<file path="src/rtl/score_digit_renderer.sv">
// Three-digit BCD score counter plus a 3-stage pipeline that renders the
// frame-latched score as glyph pixels at a fixed screen location.
module score_digit_renderer #(
  parameter int unsigned X_ORIGIN    = 16,
  parameter int unsigned Y_ORIGIN    = 8,
  parameter int unsigned DIGIT_PITCH = 12
) (
  input  logic        clock_25,
  input  logic        reset,
  input  logic [9:0]  h_count,
  input  logic [9:0]  v_count,
  input  logic        score_inc,
  input  logic        score_clear,
  input  logic        number_pixel,
  output logic [3:0]  selected_number,
  output logic [7:0]  number_count,
  output logic        score_pixel,
  output logic [11:0] score_bcd
);

  localparam logic [9:0] LP_X0      = 10'(X_ORIGIN);
  localparam logic [9:0] LP_X_END   = 10'(X_ORIGIN + 3 * DIGIT_PITCH - 1);
  localparam logic [9:0] LP_Y0      = 10'(Y_ORIGIN);
  localparam logic [9:0] LP_Y_END   = 10'(Y_ORIGIN + 9);
  localparam logic [9:0] LP_PITCH   = 10'(DIGIT_PITCH);
  localparam logic [9:0] LP_PITCH2  = 10'(2 * DIGIT_PITCH);
  localparam logic [9:0] LP_GLYPH_W = 10'd10;

  logic [11:0] r_score;
  logic [11:0] r_shadow;
  logic [11:0] w_score_inc;

  logic       w_in_box;
  logic       w_in_glyph;
  logic [9:0] w_hoff;
  logic [9:0] w_voff;
  logic [9:0] w_col_full;
  logic [3:0] w_digit;
  logic [3:0] w_row;
  logic [3:0] w_col;

  logic [3:0] r_row0;
  logic [3:0] r_col0;
  logic       r_glyph0;
  logic       r_glyph1;
  logic [7:0] w_row8;
  logic [7:0] w_count;

  assign score_bcd = r_score;

  // Saturating BCD increment with per-digit decimal carry.
  always_comb begin
    w_score_inc = r_score;
    if (r_score != 12'h999) begin
      if (r_score[3:0] != 4'd9) begin
        w_score_inc[3:0] = r_score[3:0] + 4'd1;
      end else begin
        w_score_inc[3:0] = 4'd0;
        if (r_score[7:4] != 4'd9) begin
          w_score_inc[7:4] = r_score[7:4] + 4'd1;
        end else begin
          w_score_inc[7:4]  = 4'd0;
          w_score_inc[11:8] = r_score[11:8] + 4'd1;
        end
      end
    end
  end

  // Live score; shadow is latched only at scan origin so a frame never tears.
  always_ff @(posedge clock_25) begin
    if (reset) begin
      r_score  <= 12'h000;
      r_shadow <= 12'h000;
    end else begin
      if (score_clear) begin
        r_score <= 12'h000;
      end else if (score_inc) begin
        r_score <= w_score_inc;
      end
      if (h_count == 10'd0 && v_count == 10'd0) begin
        r_shadow <= r_score;
      end
    end
  end

  assign w_in_box = (v_count >= LP_Y0) && (v_count <= LP_Y_END) &&
                    (h_count >= LP_X0) && (h_count <= LP_X_END);
  assign w_hoff   = h_count - LP_X0;
  assign w_voff   = v_count - LP_Y0;

  // Digit select and glyph-local coordinates; everything zero outside a glyph.
  always_comb begin
    w_col_full = 10'd0;
    w_digit    = 4'd0;
    w_in_glyph = 1'b0;
    w_row      = 4'd0;
    w_col      = 4'd0;
    if (w_in_box) begin
      if (w_hoff < LP_PITCH) begin
        w_col_full = w_hoff;
        w_digit    = r_shadow[11:8];
      end else if (w_hoff < LP_PITCH2) begin
        w_col_full = w_hoff - LP_PITCH;
        w_digit    = r_shadow[7:4];
      end else begin
        w_col_full = w_hoff - LP_PITCH2;
        w_digit    = r_shadow[3:0];
      end
      w_in_glyph = (w_col_full < LP_GLYPH_W);
    end
    if (w_in_glyph) begin
      w_row = 4'(w_voff);
      w_col = 4'(w_col_full);
    end else begin
      w_digit = 4'd0;
    end
  end

  // row*10 as shift-and-add; row and col are both 0..9 so the sum fits 0..99.
  assign w_row8  = {4'b0000, r_row0};
  assign w_count = (w_row8 << 3) + (w_row8 << 1) + {4'b0000, r_col0};

  // Stage 0 feeds the ROM; stage 1 aligns the index with ROM data; stage 2 masks.
  always_ff @(posedge clock_25) begin
    if (reset) begin
      selected_number <= 4'd0;
      r_row0          <= 4'd0;
      r_col0          <= 4'd0;
      r_glyph0        <= 1'b0;
      number_count    <= 8'd0;
      r_glyph1        <= 1'b0;
      score_pixel     <= 1'b0;
    end else begin
      selected_number <= w_digit;
      r_row0          <= w_row;
      r_col0          <= w_col;
      r_glyph0        <= w_in_glyph;
      number_count    <= w_count;
      r_glyph1        <= r_glyph0;
      score_pixel     <= number_pixel & r_glyph1;
    end
  end

endmodule

</file>
<file path="config.mk">
export PLATFORM = sky130hd
export DESIGN_NAME = score_digit_renderer
export DESIGN_NICKNAME = d
export VERILOG_FILES = /design/src/rtl/score_digit_renderer.sv
export SDC_FILE = /design/constraint.sdc
export NUM_CORES = 1
export LEC_CHECK = 0
export ABC_AREA = 1
export CAP_MARGIN = 15
export CORE_MARGIN = 3
export CORE_UTILIZATION = 25
export DETAILED_ROUTE_END_ITERATION = 16
export GPL_TIMING_DRIVEN = 1
export SLEW_MARGIN = 20
export SYNTH_ARGS = -nofsm -noshare
export SYNTH_HDL_FRONTEND = slang
export SYNTH_SLANG_ARGS = --single-unit
</file>
<file path="constraint.sdc">
create_clock -name clock_25 -period 2.3 [get_ports clock_25]
set_input_delay 0.69 -clock clock_25 [delete_from_list [all_inputs] [get_ports clock_25]]
set_output_delay 0.69 -clock clock_25 [all_outputs]
set_load 0.01 [all_outputs]
</file>
==> results of run 1 <==
[cell usage after synthesis]
cell,count
nand2_1,59
inv_1,57
nor2_1,48
dfxtp_1,47
nand3_1,21
ha_1,20
o21ai_0,17
a21oi_1,13
a211oi_1,12
nor2_2,12
nand2_2,8
nand4_1,8
clkbuf_1,4
nor3_1,4
buf_6,3
nand2_4,3
nor2_4,3
nor3b_1,3
a31oi_1,2
fa_1,2
inv_2,2
nand3_2,2
o21ai_1,2
and2_1,1
and3_1,1
buf_2,1
nand3b_1,1
nor2_8,1
nor4_2,1
o211ai_1,1
o21a_1,1
o21bai_2,1
o22ai_1,1
or2_2,1
[cell families after synthesis]
| kind of cell | share of synthesized area |
|---|---|
| and+or+nand+nor | 0.326 |
| buffers and inverters | 0.103 |
| AOI/OAI and AO/OA | 0.110 |
| DFF | 0.352 |
| adders and majority gates | 0.109 |
[where the power goes]
part	internal, W	leakage (nW)	switching [W]
Combinational	0.000136	1.36	0.000146
Sequential	0.000814	0.379	0.000000715
Clock	0.000352	0.0612	0.000268
Total	0.00130	1.80	0.000415
[worst reg2reg max path, stage by stage, from the launching register on]
cell and delay (ns):
dfxtp_1 0.34, fa_1 0.54, fa_1 0.46, nand2_1 0.09
nand2_1 0.05, a21oi_1 0.15, or2_2 0.13, a21oi_1 0.05
[per-layer routing]
metal / vias to the layer above / part of all wire
met1: 1131 / 0.47
met4: 0 / 0.0027
met5: - / 0
met2: 53 / 0.47
li1: 1357 / -
met3: 4 / 0.053
[registers in the layout (all words and copies together), names as in the netlist]
name,flops
r_glyph1,1
r_row0,4
r_shadow,12
selected_number,4
score_pixel,1
r_glyph0,1
r_col0,4
number_count,8
score_bcd,12
[worst paths after layout]
kind,startpoint,to
setup / recovery,h_count[3],selected_number[0]
hold / removal,r_col0[0],number_count[0]
setup reg to reg,r_row0[0],number_count[6]
hold reg to reg,r_col0[0],number_count[0]
[per-stage QoR]
| stage | TNS, ns | total power (W) | cells |
|---|---|---|---|
| 2_1_floorplan | -0.251 | 0.000950 | 363 |
| 3_3_place_gp | -9.71 | 0.00107 | 575 |
| 3_5_place_dp | -10.91 | 0.00108 | 575 |
| 4_1_cts | 0 | 0.00173 | 592 |
| 5_1_grt | -0.00154 | 0.00180 | 598 |
| 6_report | 0 | 0.00172 | 598 |
[timing repair]
item                       CTS  global route
resized for setup           40            30
cloned                       1             0
pin swaps                   13            20
setup endpoints to repair   13            13
buffers inserted             8             6
[area by class of cell]
| class | instances | area share |
|---|---|---|
| clock buffer | 6 | 0.0209 |
| clock inverter | 2 | 0.00886 |
| inverter | 59 | 0.0566 |
| multi-input combinational | 249 | 0.403 |
| sequential | 47 | 0.238 |
| tap | 136 | 0.0430 |
| timing repair buffer | 99 | 0.230 |
==> results by group, run 1 <==
Layout
  – Number of diodes: 0
  – Fillers: 1,088
  – Multi-input gate area: 1590 um2
  – Reg area: 941 um2
  – Final core occ: 0.382
  – Share of cells above drive strength 1: 0.273
  – Area grow syn2layout: 48.0%
  – Final nets: 508
  – Design Area, Final: 3960 um2
  – Most common cell after layout, fill and taps aside: nand2_1
  – Commonest non-fill, non-tap cells in the layout: nand2_1, inv_1, dfxtp_1

Run status
  – Status: finished, final reports clean

Detailed routing
  – Drt wl/cell: 11.0 um
  – Vias per cell: 4.26
  – Post-route ant nets: 0
  – DRT Wirelength: 6.57 mm
  – Number of DRC markers in iteration 0: 58
  – Drt pass-1 iters: 4
  – DRC: 0
  – Vias: 2,545

GRT
  – Largest net degree at the start of global routing: 25
  – Initial antenna violation count: 0
  – Total GRT Usage: 0.109
  – Grt met3 use: 0.0264
  – Most Crowded Layer GR: met2
  – M1 GR Usage: 0.139
  – GR Util met2: 0.192
  – Vias in the first global route: 2,471
  – First-pass GRT wire length: 10.7 mm
  – Grt ovf: 0

Critical path
  – CP delay by family, top: simple AND/OR/NAND/NOR gates
  – Worst Setup Start Kind: input port
  – CP endpoint kind: flip-flop
  – CP max-delay cell: ha_1
  – CP Data Arrival Time: 2.49 ns
  – Reg2reg path depth: 7
  – CP bufs+invs: 4
  – Kind of critical path: input port to flip-flop
  – Crit path max fanout: 6
  – Reg2Reg Setup Slack: 0.37 ns
  – Largest stage delay on the critical path: 0.28 ns
  – CP required: 2.54 ns
  – Worst-path cell chain: dlygate4sd2_1 > inv_2 > buf_4 > ha_1 > nor3b_1 > nand2_1 > o21ai_2 > nand3_1 > o21bai_2 > nand2_2 > clkbuf_16 > nor2_2
  – Critical Path Stages: 12

Power and ir drop
  – Lkg Pwr: 1.80 nW
  – Worst vdd ir: 0.244 mV
  – Pwr per Cell Area: 434 nW/um2

Timing
  – Max Fclk: 445 MHz
  – Fin crit share: 0.978
  – Hold Fails Final Rpt: 0
  – Setup WS post-layout: 0.0505 ns
  – Final Max Slew Viols: 0
  – Post-layout min period: 2.25 ns
  – Relative slew margins: 0.792
  – Worst hold slack: 0.414 ns
  – # setup viols final: 0
  – Clock skew: 0.00556 ns
  – Actual slew at the worst max-slew pin: 0.309 ns

Floorplanning
  – Die H: 109 um
  – Io pins: 50
  – Die area: 12,000 um2
  – Row count: 37
  – Initial Util: 0.258
  – Die Wd: 109 um
  – Core Region: 10,400 um2

Clocking
  – H-tree depth: 2
  – CTS tree: built
  – Clock root buffer: clkbuf_8
  – CTS Buf Count: 5
  – Clock transition at path regs: 0.08 ns
  – TritonCTS Sinks: 47
  – Hold_buf cts: 0
  – Clock Path Buffers: 2
  – Worst-Skew Late Latency: 0.29 ns

Synth
  – Synthesized area: 2670 um2
  – Synthesized area per cell: 7.36 um2
  – Synthesis Warnings: 0
  – Syn nets: 410
  – Top cell type's share of synthesized area: 0.352
  – Library cells used by synthesis: 34
  – Top cells by area, synth: dfxtp_1, ha_1, nand2_1
  – Seq cells post-synth: 47
  – Cells after Synth: 363
  – Largest area contributor in the netlist: dfxtp_1
  – Sequential fraction of the synthesis area: 0.352

Placed design
  – Setup WS pre-CTS: -0.642 ns
  – Placer Congestion: 0.842
  – Port Buffers: 49
  – HPWL Detailed: 5.04 mm
  – Area post-placement: 3580 um2

Min path
  – Worst Hold Depth: 2
  – Worst hold path class: flip-flop to flip-flop

Job
  – Maxcap violations: 0
Power figures use the tool's default switching activity.
==> run 2: changes to the inputs <==
--- a/config.mk
+++ b/config.mk
@@ -8,9 +8,10 @@
 export ABC_AREA = 1
 export CAP_MARGIN = 15
 export CORE_MARGIN = 3
-export CORE_UTILIZATION = 25
+export CORE_UTILIZATION = 47
 export DETAILED_ROUTE_END_ITERATION = 16
 export GPL_TIMING_DRIVEN = 1
+export PLACE_DENSITY = 0.76
 export SLEW_MARGIN = 20
 export SYNTH_ARGS = -nofsm -noshare
 export SYNTH_HDL_FRONTEND = slang
==> results by group, run 2 (synthesized netlist as in run 1, its figures left out) <==
Power and ir drop
  – Combinational Power Share: 0.181 (was 0.165)
  – Lkg Pwr: 1.78 nW (was 1.80 nW)
  – Pwr per Cell Area: 411 nW/um2 (was 434 nW/um2)
  – Sw power: 0.000423 W (was 0.000415 W)
  – Switching part of the total power: 0.267 (was 0.242)
  – Worst vdd ir: 0.288 mV (was 0.244 mV)
  – Clk pwr share: 0.304 (was 0.361)
  – Power share of the sequential group: 0.515 (was 0.474)
  – Internal cell power: 0.00116 W (was 0.00130 W)

GRT
  – First-pass GRT wire length: 10.4 mm (was 10.7 mm)
  – Total GRT Usage: 0.198 (was 0.109)
  – Largest net degree at the start of global routing: 25 (unchanged)
  – Initial antenna violation count: 0 (unchanged)
  – Grt ovf: 0 (unchanged)
  – Vias in the first global route: 2,386 (was 2,471)

Critical path
  – CP Data Arrival Time: 2.43 ns (was 2.49 ns)
  – Worst-path cell chain: buf_2 > buf_6 > ha_2 > nand2_1 > nand2_2 > inv_2 > nand2_4 > nor2_4 > nand2_4 > nand2_2 > buf_4 > nand4_1 > nand3_2 > nor2_2 > nand2_2 > clkbuf_16 > nor2_2 (was dlygate4sd2_1 > inv_2 > buf_4 > ha_1 > nor3b_1 > nand2_1 > o21ai_2 > nand3_1 > o21bai_2 > nand2_2 > clkbuf_16 > nor2_2)
  – CP endpoint kind: flip-flop (unchanged)
  – CP required: 2.49 ns (was 2.54 ns)
  – Worst Setup Start Kind: input port (unchanged)
  – Reg2Reg Setup Slack: 0.38 ns (was 0.37 ns)
  – CP max-delay cell: nor2_4 (was ha_1)
  – Largest stage delay on the critical path: 0.21 ns (was 0.28 ns)
  – Kind of critical path: input port to flip-flop (unchanged)
  – Most used cell, CP: nand2_2
  – Crit path max fanout: 7 (was 6)

Layout
  – Fillers: 432 (was 1,088)
  – Most common cell after layout, fill and taps aside: nand2_1 (unchanged)
  – Final core occ: 0.726 (was 0.382)
  – Reg area: 941 um2 (unchanged)
  – Commonest non-fill, non-tap cells in the layout: nand2_1, inv_1, dfxtp_1 (unchanged)
  – Multi-input gate area: 1610 um2 (was 1590 um2)
  – Final nets: 507 (was 508)
  – Design Area, Final: 3850 um2 (was 3960 um2)
  – Share of cells above drive strength 1: 0.278 (was 0.273)
  – Area grow syn2layout: 44.0% (was 48.0%)
  – Number of diodes: 0 (unchanged)

Placed design
  – HPWL Detailed: 4.76 mm (was 5.04 mm)
  – Setup WS pre-CTS: -0.576 ns (was -0.642 ns)
  – Area post-placement: 3520 um2 (was 3580 um2)
  – Port Buffers: 49 (unchanged)
  – Placer Congestion: 0.883 (was 0.842)

Clocking
  – TritonCTS Sinks: 47 (unchanged)
  – Clock root buffer: clkbuf_8 (unchanged)
  – Clock Path Buffers: 2 (unchanged)
  – CTS Buf Count: 5 (unchanged)
  – CTS tree: built (unchanged)
  – Worst-Skew Late Latency: 0.30 ns (was 0.29 ns)
  – H-tree depth: 2 (unchanged)
  – Clock transition at path regs: 0.08 ns (about the same)

Timing
  – Actual slew at the worst max-slew pin: 0.355 ns (was 0.309 ns)
  – Fin crit share: 0.976 (was 0.978)
  – Clock skew: 0.00586 ns (was 0.00556 ns)
  – Setup WS post-layout: 0.0548 ns (was 0.0505 ns)
  – Post-layout min period: 2.25 ns (about the same)
  – Relative slew margins: 0.761 (was 0.792)
  – Hold Fails Final Rpt: 0 (unchanged)
  – Max Fclk: 445 MHz (about the same)
  – # setup viols final: 0 (unchanged)
  – Fin Setup TNS: 0 ns (unchanged)
  – Final Max Slew Viols: 0 (unchanged)

Detailed routing
  – DRC: 0 (unchanged)
  – Drt wl/cell: 11.9 um (was 11.0 um)
  – Number of DRC markers in iteration 0: 96 (was 58)
  – Drt pass-1 iters: 4 (unchanged)
  – Vias: 2,553 (was 2,545)
  – DRT Wirelength: 6.31 mm (was 6.57 mm)
  – Vias per cell: 4.82 (was 4.26)
  – Post-route ant nets: 0 (unchanged)

Job
  – Maxcap violations: 0 (unchanged)

Min path
  – Worst hold path class: flip-flop to flip-flop (unchanged)

Floorplanning
  – Core Region: 5300 um2 (was 10,400 um2)
  – Row count: 26 (was 37)
  – Die H: 81.4 um (was 109 um)
  – Initial Util: 0.504 (was 0.258)
  – Io pins: 50 (unchanged)
  – Die Wd: 81.4 um (was 109 um)
  – Die area: 6630 um2 (was 12,000 um2)

Run status
  – Status: finished, final reports clean (unchanged)
run 2: per-layer routing:
| layer | track usage | up-vias | wire length (um) |
|---|---|---|---|
| met5 | 0 | - | 0 |
| met4 | 0.0422 | 0 | 71 |
| met3 | 0.0344 | 8 | 203 |
| met2 | 0.344 | 51 | 3110 |
| met1 | 0.255 | 1142 | 2930 |
| li1 | - | 1352 | - |
run 2: layout make-up:
class | instances | area share
multi-input cells | 249 | 0.419
flip-flops and latches | 47 | 0.245
inverters | 59 | 0.0589
well taps | 70 | 0.0228
clock buffers | 5 | 0.0179
repair buffers | 98 | 0.233
clock inverters | 2 | 0.00358
run 2: worst paths after layout:
check                   from                  to  cells after the start
hold / removal      r_glyph0            r_glyph1                      2
hold reg to reg     r_glyph0            r_glyph1                      2
setup reg to reg   r_row0[0]     number_count[7]                      8
setup / recovery  h_count[5]  selected_number[1]                     17
run 2: timing repair:
item,CTS,global route
buffers inserted,2,8
gates cloned,0,1
hold buffers,0,0
pin swaps,6,27
gates resized for setup,22,47
endpoints found under the setup margin,14,25
run 2: power groups by stage:
| stage | combinational, W | clock, W | sequential, W |
|---|---|---|---|
| after floorplan | 0.000116 | 0 | 0.000834 |
| after global placement | 0.000242 | 0 | 0.000834 |
| after global routing | 0.000314 | 0.000525 | 0.000815 |
| after detailed placement | 0.000244 | 0 | 0.000834 |
| after CTS | 0.000253 | 0.000486 | 0.000815 |
| final | 0.000287 | 0.000481 | 0.000815 |
run 2: through the flow:
stage	cells	total power [W]	hold WS, ns
after floorplan	363	0.000950	0.388
after global placement	512	0.00108	0.391
after detailed placement	512	0.00108	0.395
after CTS	521	0.00155	0.407
after global routing	530	0.00165	0.417
final	530	0.00158	0.405
run 2: critical path, delay by kind of cell:
family / cells / cell delay [ns]
and+or+nand+nor: 11 / 0.99
buffers and inverters: 5 / 0.59
adders and majority gates: 1 / 0.16
